[src/rtl/fetch_pc_unit_pkg.sv]
// Shared definitions for the fetch stage: next-PC op encodings, reset PC and NOP word.
package cpu_defs;

  typedef enum logic [2:0] {
    NPC_SEQ = 3'd0,
    NPC_BEQ = 3'd1,
    NPC_BNE = 3'd2,
    NPC_J   = 3'd3,
    NPC_JR  = 3'd4
  } npc_op_e;

  localparam logic [31:0] RESET_PC_DEFAULT  = 32'h0000_3000;
  localparam logic [31:0] NOP_INSTR_DEFAULT = 32'h0000_0000;

  // Branch target is relative to the branch's own PC plus 4, offset in words.
  function automatic logic [31:0] branch_target(input logic [31:0] pc_d,
                                                input logic [15:0] imm16);
    return pc_d + 32'd4 + {{14{imm16[15]}}, imm16, 2'b00};
  endfunction

endpackage

[src/rtl/fetch_pc_unit_npc_calc.sv]
// Combinational next-PC selection for the D-stage branch/jump controls.
module npc_calc
  import cpu_defs::*;
(
  input  logic [31:0] i_pc_F,
  input  logic [31:0] i_pc_D,
  input  logic [2:0]  i_npc_op_D,
  input  logic        i_cmp_zero,
  input  logic [15:0] i_imm16_D,
  input  logic [25:0] i_index26_D,
  input  logic [31:0] i_rs_fwd_D,
  output logic [31:0] o_next_pc,
  output logic        o_redirect
);

  logic [31:0] w_seq_pc;
  logic [31:0] w_br_pc;
  logic [31:0] w_jmp_pc;

  assign w_seq_pc = i_pc_F + 32'd4;
  assign w_br_pc  = branch_target(i_pc_D, i_imm16_D);
  assign w_jmp_pc = {i_pc_D[31:28], i_index26_D, 2'b00};

  always_comb begin
    o_next_pc  = w_seq_pc;
    o_redirect = 1'b0;
    case (i_npc_op_D)
      NPC_BEQ: begin
        if (i_cmp_zero) begin
          o_next_pc  = w_br_pc;
          o_redirect = 1'b1;
        end
      end
      NPC_BNE: begin
        if (!i_cmp_zero) begin
          o_next_pc  = w_br_pc;
          o_redirect = 1'b1;
        end
      end
      NPC_J: begin
        o_next_pc  = w_jmp_pc;
        o_redirect = 1'b1;
      end
      NPC_JR: begin
        o_next_pc  = i_rs_fwd_D;
        o_redirect = 1'b1;
      end
      default: ;
    endcase
  end

endmodule

[src/rtl/fetch_pc_unit.sv]
// PC register and F/D pipeline register; delayed-branch fetch, so nothing is ever flushed.
module fetch_pc_unit
  import cpu_defs::*;
#(
  parameter logic [31:0] RESET_PC  = RESET_PC_DEFAULT,
  parameter logic [31:0] NOP_INSTR = NOP_INSTR_DEFAULT
) (
  input  logic        i_clk,
  input  logic        i_reset,
  input  logic        i_stall,
  input  logic [31:0] i_instr_F,
  input  logic [2:0]  i_npc_op_D,
  input  logic        i_cmp_zero,
  input  logic [15:0] i_imm16_D,
  input  logic [25:0] i_index26_D,
  input  logic [31:0] i_rs_fwd_D,
  output logic [31:0] o_pc_F,
  output logic [31:0] o_instr_D,
  output logic [31:0] o_pc_D,
  output logic [31:0] o_pc8_D,
  output logic        o_redirect_D
);

  logic [31:0] r_pc_F;
  logic [31:0] r_instr_D;
  logic [31:0] r_pc_D;
  logic [31:0] w_next_pc;

  npc_calc u_npc_calc (
    .i_pc_F      (r_pc_F),
    .i_pc_D      (r_pc_D),
    .i_npc_op_D  (i_npc_op_D),
    .i_cmp_zero  (i_cmp_zero),
    .i_imm16_D   (i_imm16_D),
    .i_index26_D (i_index26_D),
    .i_rs_fwd_D  (i_rs_fwd_D),
    .o_next_pc   (w_next_pc),
    .o_redirect  (o_redirect_D)
  );

  // A stalled cycle drops the redirect; it is recomputed with fresh operands next cycle.
  always_ff @(posedge i_clk or posedge i_reset) begin
    if (i_reset) begin
      r_pc_F    <= RESET_PC;
      r_instr_D <= NOP_INSTR;
      r_pc_D    <= 32'h0000_0000;
    end else if (!i_stall) begin
      r_pc_F    <= w_next_pc;
      r_instr_D <= i_instr_F;
      r_pc_D    <= r_pc_F;
    end
  end

  assign o_pc_F    = r_pc_F;
  assign o_instr_D = r_instr_D;
  assign o_pc_D    = r_pc_D;
  assign o_pc8_D   = r_pc_D + 32'd8;

endmodule

[config.mk]
export PLATFORM = sky130hd
export DESIGN_NAME = fetch_pc_unit
export DESIGN_NICKNAME = d
export VERILOG_FILES = /design/src/rtl/fetch_pc_unit_pkg.sv /design/src/rtl/fetch_pc_unit_npc_calc.sv /design/src/rtl/fetch_pc_unit.sv
export SDC_FILE = /design/constraint.sdc
export NUM_CORES = 1
export LEC_CHECK = 0
export CELL_PAD_IN_SITES_DETAIL_PLACEMENT = 0
export CELL_PAD_IN_SITES_GLOBAL_PLACEMENT = 1
export CORE_MARGIN = 3
export CORE_UTILIZATION = 25
export CTS_BUF_LIST = sky130_fd_sc_hd__clkbuf_8 sky130_fd_sc_hd__clkbuf_16
export CTS_CLUSTER_DIAMETER = 30
export CTS_CLUSTER_SIZE = 40
export DETAILED_ROUTE_END_ITERATION = 6
export GPL_ROUTABILITY_DRIVEN = 0
export GPL_TIMING_DRIVEN = 0
export MAX_ROUTING_LAYER = met4
export PLACE_DENSITY_LB_ADDON = 0.08
export SLEW_MARGIN = 10
export SYNTH_ARGS = -nofsm -noshare
export SYNTH_HDL_FRONTEND = slang
export SYNTH_SLANG_ARGS = --single-unit
[constraint.sdc]
create_clock -name i_clk -period 4 [get_ports i_clk]
set_clock_uncertainty 0.15 [all_clocks]
set_input_delay 0.4 -clock i_clk [delete_from_list [all_inputs] [get_ports i_clk]]
set_output_delay 0.4 -clock i_clk [all_outputs]
set_load 0.005 [all_outputs]
==> results of run 1 <==
==> registers in the layout, indices dropped and copies added, names as in the netlist <==
signal / cells
o_pc_F: 32
o_pc_D: 32
o_instr_D: 32
==> worst max-delay path, delay by kind of cell <==
kind	cells	cell delay (ns)
AND/OR/NAND/NOR	3	0.61
buffers and inverters	5	2.20
==> metal layers <==
layer  part of all wire, %  up-vias  global-route usage [%]
met1                    46     3394                    26.4
met2                    45      240                    31.2
li1                      -     3431                       -
met5                     0        -                       -
met4                   1.6        0                    4.19
met3                   7.0       25                    4.78
==> power by group through the flow <==
stage	logic, W	clock network [W]	registers [W]
after CTS	0.00277	0.000970	0.00160
after detailed placement	0.00275	0	0.00162
final	0.00274	0.000938	0.00160
after global routing	0.00305	0.00100	0.00166
after floorplan	0.00152	0	0.00150
after global placement	0.00276	0	0.00162
==> kinds of logic after synthesis <==
| group | Yosys count | synth area share, % |
|---|---|---|
| compound gates | 224 | 21.2 |
| simple gates | 222 | 14.8 |
| flops | 96 | 33.3 |
| buf+inv | 73 | 4.21 |
| fa+ha+maj | 60 | 10.5 |
| mux | 59 | 9.10 |
| xor+xnor | 56 | 6.80 |
==> cell type report <==
cell class              instances  area, um2
diodes                          1       2.50
plain buffers                  39        176
clock buffers                   9        225
clock inverters                 7       72.6
fillers                      2947      17700
inverters                      34        133
multi-input cells             621       4510
flip-flops and latches         96       2400
well taps                     378        473
repair buffers                238       2400
==> Yosys cell counts (all sizes together) (4+ instances only) <==
| master | instances | area (um2) |
|---|---|---|
| o22ai | 5 | 31.3 |
| o21ai | 52 | 260 |
| and2 | 6 | 37.5 |
| a21o | 15 | 114 |
| a21oi | 57 | 297 |
| dfrtp | 94 | 2350 |
| a31oi | 8 | 50.1 |
| a22oi | 7 | 52.6 |
| xor2 | 16 | 140 |
| mux2i | 6 | 60.1 |
| nand3 | 33 | 165 |
| ha | 59 | 738 |
| buf | 16 | 87.6 |
| and4 | 6 | 52.6 |
| o21bai | 5 | 37.5 |
| inv | 34 | 128 |
| mux2 | 53 | 597 |
| a211oi | 9 | 77.6 |
| or3 | 4 | 25.0 |
| a221o | 13 | 130 |
| nor3 | 10 | 50.1 |
| o211ai | 4 | 30.0 |
| xnor2 | 40 | 350 |
| clkbuf | 23 | 88.8 |
| nor2 | 59 | 224 |
| a21boi | 4 | 30.0 |
| nand2 | 59 | 221 |
| nand4 | 11 | 68.8 |
| and3 | 23 | 144 |
| a221oi | 15 | 144 |
==> how the worst max path moves through the flow <==
stage | cells past startpoint | to | start
after floorplan | 10 | o_pc_F[28] | o_pc_D[4]
after global placement | 2 | o_pc_F[22] | i_reset
after detailed placement | 12 | o_pc_F[30] | i_imm16_D[15]
after CTS | 9 | o_pc8_D[31] | o_pc_D[3]
after global routing | 9 | o_pc8_D[31] | o_pc_D[3]
final | 8 | o_redirect_D | i_npc_op_D[1]
==> metrics by stage <==
| step | total power, W | utilization (%) |
|---|---|---|
| 6_report | 0.00527 | 37.0 |
| 2_1_floorplan | 0.00302 | - |
| 3_5_place_dp | 0.00437 | 35.9 |
| 4_1_cts | 0.00534 | 37.0 |
| 5_1_grt | 0.00571 | 37.0 |
| 3_3_place_gp | 0.00438 | 35.8 |
==> impl_summary.md, run 1 <==
Status
The flow ran to the end, and the final reports show no timing, DRC or antenna violations.

Global routing
Entering global routing, the biggest net connects 73 pins. The number of antenna violations at the first check in global routing was 1. The total routing usage reported by global routing is 20.0%. The total overflow left after global routing is 0. The first global-routing pass estimated 45.7 mm of wire.

The number of global-route vias before repair is 7408.

Timing
The max-slew violation count was 0. The post-layout minimum cycle time is 3.78 ns. The tightest hold path in the finished design has a slack of 0.198 ns. For the pin with the worst max-slew slack, the measured transition is 0.999 ns. The hold violation count in the final report is 0.

The post-route clock period utilization is 94.4%. Setup violations remaining at the end of the flow were counted as 0. The maximum achievable frequency is 265 MHz. Setup repair after global routing left no endpoint under its margin. The smallest setup slack after layout is 0.224 ns. The final total negative setup slack is 0 ns. The worst slew margin relative to its limit is 33.4%.

Clocking
The clock root buffer is sky130_fd_sc_hd__clkbuf_16. The H-tree was split into 3 levels. The clock passes through at most 2 buffers. The number of clock buffers added by TritonCTS is 9. The clock-pin slew reported for the worst setup and hold paths after clock tree synthesis is 0.09 ns.

The buffer count from post-CTS setup fixing is 0. The number of clock sinks is 96. TritonCTS built the clock tree. The total of cells resized after clock tree synthesis is 0. Buffers inserted to repair hold after CTS numbered 0. The clock latency at the later pin of the worst-skew pair is 0.36 ns.

Power
The net load switching power is 0.00215 W. The total power divided by cell area is 507 nW/um2. The static leakage power is 4.29 nW. In this run switching power makes up 40.7% of total power. The share of power burned in the clock network is 17.8%.

The worst supply voltage drop on vdd is 0.208 mV. Cell internal power was estimated by the tool at 0.00312 W. Combinational logic burns 51.9% of the power. Sequential cells burn 30.3% of the power.

Finish
Leaving out fill and tap cells, the most frequent cells in the layout are 236 x sky130_fd_sc_hd__clkdlybuf4s50_1, 94 x sky130_fd_sc_hd__dfrtp_1, 59 x sky130_fd_sc_hd__nand2_1, 59 x sky130_fd_sc_hd__ha_1, 56 x sky130_fd_sc_hd__nor2_1. The ratio of cells with drive above 1 in the final layout is 10.1%. The leading cell type in the layout, fill and taps excluded is sky130_fd_sc_hd__clkdlybuf4s50_1.

In the final design database the tool counted 1212 nets. After routing the design area is 10400 um2. The area growth from synthesis to layout is 44.2%. The count of cells in the finished layout, fillers not included, comes to 1423.

Worst setup path
The critical path endpoint category is an output port. The number of cell instances on the worst register-to-register path is 11. In this run the critical register-to-register path is captured at o_pc_F[31]. For the worst setup path, the data arrival time is 3.23 ns. The worst setup path is launched from an input pin. The slowest stage cell on the critical path is sky130_fd_sc_hd__clkdlybuf4s50_1. The maximum fanout count along the critical path is 10. The longest individual stage delay on the worst path is 0.64 ns. The required time of the worst setup path is 3.45 ns. The worst register-to-register path begins at o_pc_D[3]. The critical path in this run is classified as input pin to output port. The worst register-to-register path has a setup slack of 0.34 ns.

The signal on the critical path passes through clkdlybuf4s50_1 -> nor2_1 -> and2_1 -> clkbuf_1 -> nor2_2 -> inv_2 -> clkbuf_1 -> clkdlybuf4s50_1.

Yosys
The average cell area after synthesis is 9.13 um2. The post-synthesis sequential element count is 96. The number of synthesized flops with an enable pin is 0. The number of instances in the synthesized netlist is 790. The sequential fraction of the synthesis area is 33.3%. The synthesized net count is 963.

The number of distinct library cells after synthesis is 70. In the synthesized netlist the async set-or-reset flop fraction comes to 100%. In this run the cell area of the synthesized design comes to 7220 um2. The primary flip-flop cell chosen by synthesis mapping is sky130_fd_sc_hd__dfrtp_1. During synthesis, Yosys emitted a total of 0 warnings.

Routing
After detailed routing, the number of vias per cell comes to 4.98. The number of nets still failing antenna checks after routing is 0. The first detailed-routing pass ran for 5 iterations. The post-detailed-route wirelength per cell is 21.1 um. The count of unresolved DRC violations after routing is 0. For this block, the routed nets add up to 30.1 mm of wire.

The initial DRC count is 342. Across all layers, the routed design uses 7090 vias.

Flow run
The number of maximum-capacitance constraint violations is 0.

Placement
The number of cells after detailed placement is 1406. In this run the tool buffered the top-level ports with 237 buffer cells. Once detailed placement completed, the half-perimeter wirelength came to 23.0 mm. Summing all placed instances gives a cell area of 10100 um2.

At the placement stage, the worst setup path has a slack of -0.0959 ns.

Die
The number of placement rows is 61. The width of the die is 176 um. 242 I/O pins were placed. For this configuration, the core starts out at a cell density of 25.7%. The core outline area is 28100 um2. The die covers 30900 um2. The die span in y is 176 um.

Min path
The path class of the tightest hold or removal check is input pin to async pin.
No activity file was read; power rests on OpenSTA's default activity.
==> run 2: changes to the inputs <==
--- a/config.mk
+++ b/config.mk
@@ -8,7 +8,7 @@
 export CELL_PAD_IN_SITES_DETAIL_PLACEMENT = 0
 export CELL_PAD_IN_SITES_GLOBAL_PLACEMENT = 1
 export CORE_MARGIN = 3
-export CORE_UTILIZATION = 25
+export CORE_UTILIZATION = 35
 export CTS_BUF_LIST = sky130_fd_sc_hd__clkbuf_8 sky130_fd_sc_hd__clkbuf_16
 export CTS_CLUSTER_DIAMETER = 30
 export CTS_CLUSTER_SIZE = 40
==> constraint.sdc (replaced) <==
create_clock -name i_clk -period 3.9 [get_ports i_clk]
set_clock_uncertainty 0.15 [all_clocks]
set_input_delay 0.39 -clock i_clk [delete_from_list [all_inputs] [get_ports i_clk]]
set_output_delay 0.39 -clock i_clk [all_outputs]
set_load 0.005 [all_outputs]
==> run 2 against run 1 <==
Core utilization grew 15 points. Flip-flop and latch count is the same. Non-clock buffer count is the same. Global-route usage grew 4.9 points. Cell count shrank 8.0%. Setup slack lost 0.036 ns. Power grew 2.6%. Clock power grew 5.7%. Critical path type is now flip-flop to output port. Largest cell class unchanged. Highest routed layer unchanged.
==> impl_summary.md, run 2 (synthesis gave the netlist of run 1 again) <==
Worst setup path
The required time of the worst setup path is 3.36 ns (-0.09 ns). The slowest stage cell on the critical path is sky130_fd_sc_hd__clkdlybuf4s50_1. The critical path endpoint category is an output port. The maximum fanout count along the critical path is 6 (-4). The category of the worst setup path launch point is a flip-flop. The endpoint identified for the worst register-to-register timing path is o_pc_F[31]. The worst setup path is of the flip-flop to output port kind. The start of the worst register-to-register path is o_pc_D[3]. The critical path goes through ha_1 -> and3_1 -> clkbuf_1 -> nand2_1 -> nor2_1 -> and3_2 -> nand4_1 -> xnor2_1 -> clkdlybuf4s50_1.

The number of cell instances on the worst register-to-register path is 11 (unchanged). The longest individual stage delay on the worst path is 0.53 ns (-0.11 ns). The data arrival time of the critical path is 3.17 ns (-0.06 ns). The register-to-register path setup slack is 0.21 ns (-0.13 ns).

Global routing
The number of global-route vias before repair was 7177 (-3.1%). The total routing usage reported by global routing is 24.9% (+4.9 points). The number of antenna violations at the first check in global routing is 0 (-1). The pin count of the biggest net entering global routing came to 54 (-26%). The first-pass GRT wire length is 41.6 mm (-9.0%). The global route total overflow is 0 (unchanged).

Finish
The leading cell type in the layout, fill and taps excluded is sky130_fd_sc_hd__clkdlybuf4s50_1. The filler cell count is 1925 (-35%). The total non-filler cell area in the finished layout came to 10300 um2 (-1.2%). The count of antenna diodes in the layout is 0 (-1). The total number of nets in the final design is 1212 (unchanged). The post-route non-filler standard cell count is 1309 (-8.0%).

The synthesis-to-finish area growth is 42.4%. The final core utilization is 51.8% (+15 points). In the layout the commonest cells are 236 x sky130_fd_sc_hd__clkdlybuf4s50_1, 94 x sky130_fd_sc_hd__dfrtp_1, 59 x sky130_fd_sc_hd__nand2_1, 59 x sky130_fd_sc_hd__ha_1, 58 x sky130_fd_sc_hd__nor2_1.

The ratio of cells with drive above 1 in the final layout is 9.87% (-0.19 points).

Clocking
The buffer count from post-CTS setup fixing is 0 (unchanged). TritonCTS built the clock tree. The number of clock sinks is 96 (unchanged).

The number of clock buffers inserted by TritonCTS came to 9 (unchanged). The count of hold-fix buffers inserted at cts is 0 (unchanged). The number of buffers between clock root and the deepest sink is 2 (unchanged). The H-tree depth reported by CTS is 3 (unchanged).

The total of cells resized after clock tree synthesis is 0 (unchanged). The clock-pin slew reported for the worst setup and hold paths after clock tree synthesis is 0.08 ns (about the same). The root buffer cell chosen for the clock tree is sky130_fd_sc_hd__clkbuf_16. The clock latency at the later pin of the worst-skew pair was 0.36 ns (about the same).

Timing
The smallest setup slack after layout came to 0.189 ns (-0.0359 ns). The worst-margin pin slew is 0.862 ns (-0.137 ns). The max-slew violation count is 0 (unchanged). The worst path uses 95.2% of the clock period.

Setup repair after global routing left no endpoint under its margin. Derived from the worst setup path, the maximum achievable clock frequency is 269 MHz. The post-layout minimum cycle time is 3.71 ns.

The worst hold-check slack is 0.270 ns (+0.0724 ns). The worst slew margin relative to its limit came to 42.6% (+9.2 points). The hold violation count in the final report came to 0 (unchanged). The final count of negative-setup-slack endpoints came to 0 (unchanged).

Routing
The initial DRC count is 498 (+46%). The post-detailed-route wirelength per cell is 20.8 um (-1.5%). The number of nets still failing antenna checks after routing is 0 (unchanged). The final wirelength is 27.2 mm (-9.4%). The count of unresolved DRC violations after routing is 0 (unchanged). The routed via count came to 7167 (+1.1%).

The iteration count of the initial detailed-routing pass is 5 (unchanged). The mean number of vias per cell came to 5.48 (+9.9%).

Die
The number of ports placed on the die boundary is 242 (unchanged). The core outline area was 19800 um2 (-29%). The full die area was 22400 um2 (-28%). The width of the die is 150 um (-15%). The die span in y came to 150 um (-15%).

The number of placement rows was 51 (-16%). The initial cell density of the core came to 36.4% (+11 points).

Flow run
The number of maximum-capacitance constraint violations is 0 (unchanged).

Power
The total power divided by cell area is 526 nW/um2 (+3.8%). The worst supply voltage drop on vdd is 0.283 mV (+37%). The static leakage power was 4.30 nW (+0.20%).

Status
The flow ran to the end, and the final reports show no timing, DRC or antenna violations.

Placement
The worst setup timing slack at the placement stage was -0.143 ns (-0.0467 ns). The post-detailed-placement half-perimeter wirelength was 20.8 mm (-9.9%). The instance area at placement is 9950 um2 (-1.4%). The number of cells after detailed placement was 1293 (-8.0%). The number of port buffers came to 237 (unchanged).

Min path
The class of the tightest hold or removal check is input pin to async pin.
==> run 2: final cells by class <==
class	instances	area, um2	area share [%]
multi-input combinational	621	4510	43.9
sequential	96	2400	23.4
timing repair buffer	238	2400	23.4
tap	265	332	3.23
clock buffer	9	225	2.19
buffer	39	176	1.72
inverter	34	133	1.29
clock inverter	7	97.6	0.949
==> run 2: critical path, delay by kind of cell, from the launching register on <==
family | cells | cell delay [ns]
xor+xnor | 1 | 0.16
buf+inv | 2 | 0.79
simple gates | 5 | 1.15
flops | 1 | 0.47
fa+ha+maj | 1 | 0.25
==> run 2: routing by layer <==
layer  track usage (%)  routed length, um
met1              34.2              12500
met2              38.0              12200
met3              5.36               2080
met4              5.13                457
met5                 -                  0
==> run 2: through the flow <==
| stage | power, W | TNS [ns] |
|---|---|---|
| final | 0.00541 | 0 |
| after global routing | 0.00581 | 0 |
| after CTS | 0.00544 | 0 |
| after detailed placement | 0.00442 | -0.562 |
| after global placement | 0.00440 | -101.67 |
| after floorplan | 0.00309 | 0 |
==> run 2: power by group <==
part / switching (W) / leakage (nW) / internal [W]
Combinational: 0.00128 / 3.03 / 0.00152
Sequential: 0.000394 / 1.12 / 0.00123
Clock: 0.000472 / 0.157 / 0.000519
Total: 0.00214 / 4.30 / 0.00327
==> run 2: worst max-delay path by stage <==
stage,start,end,slack (ns),cells past startpoint
after detailed placement,i_imm16_D[15],o_pc_F[26],-0.14,11
after global routing,o_pc_D[3],o_pc8_D[31],0.002,9
after global placement,i_reset,o_pc_D[21],-1.08,2
after CTS,o_pc_D[4],o_pc8_D[31],0.07,9
after floorplan,o_pc_D[4],o_pc_F[28],0.84,10
final,o_pc_D[4],o_pc8_D[31],0.19,9
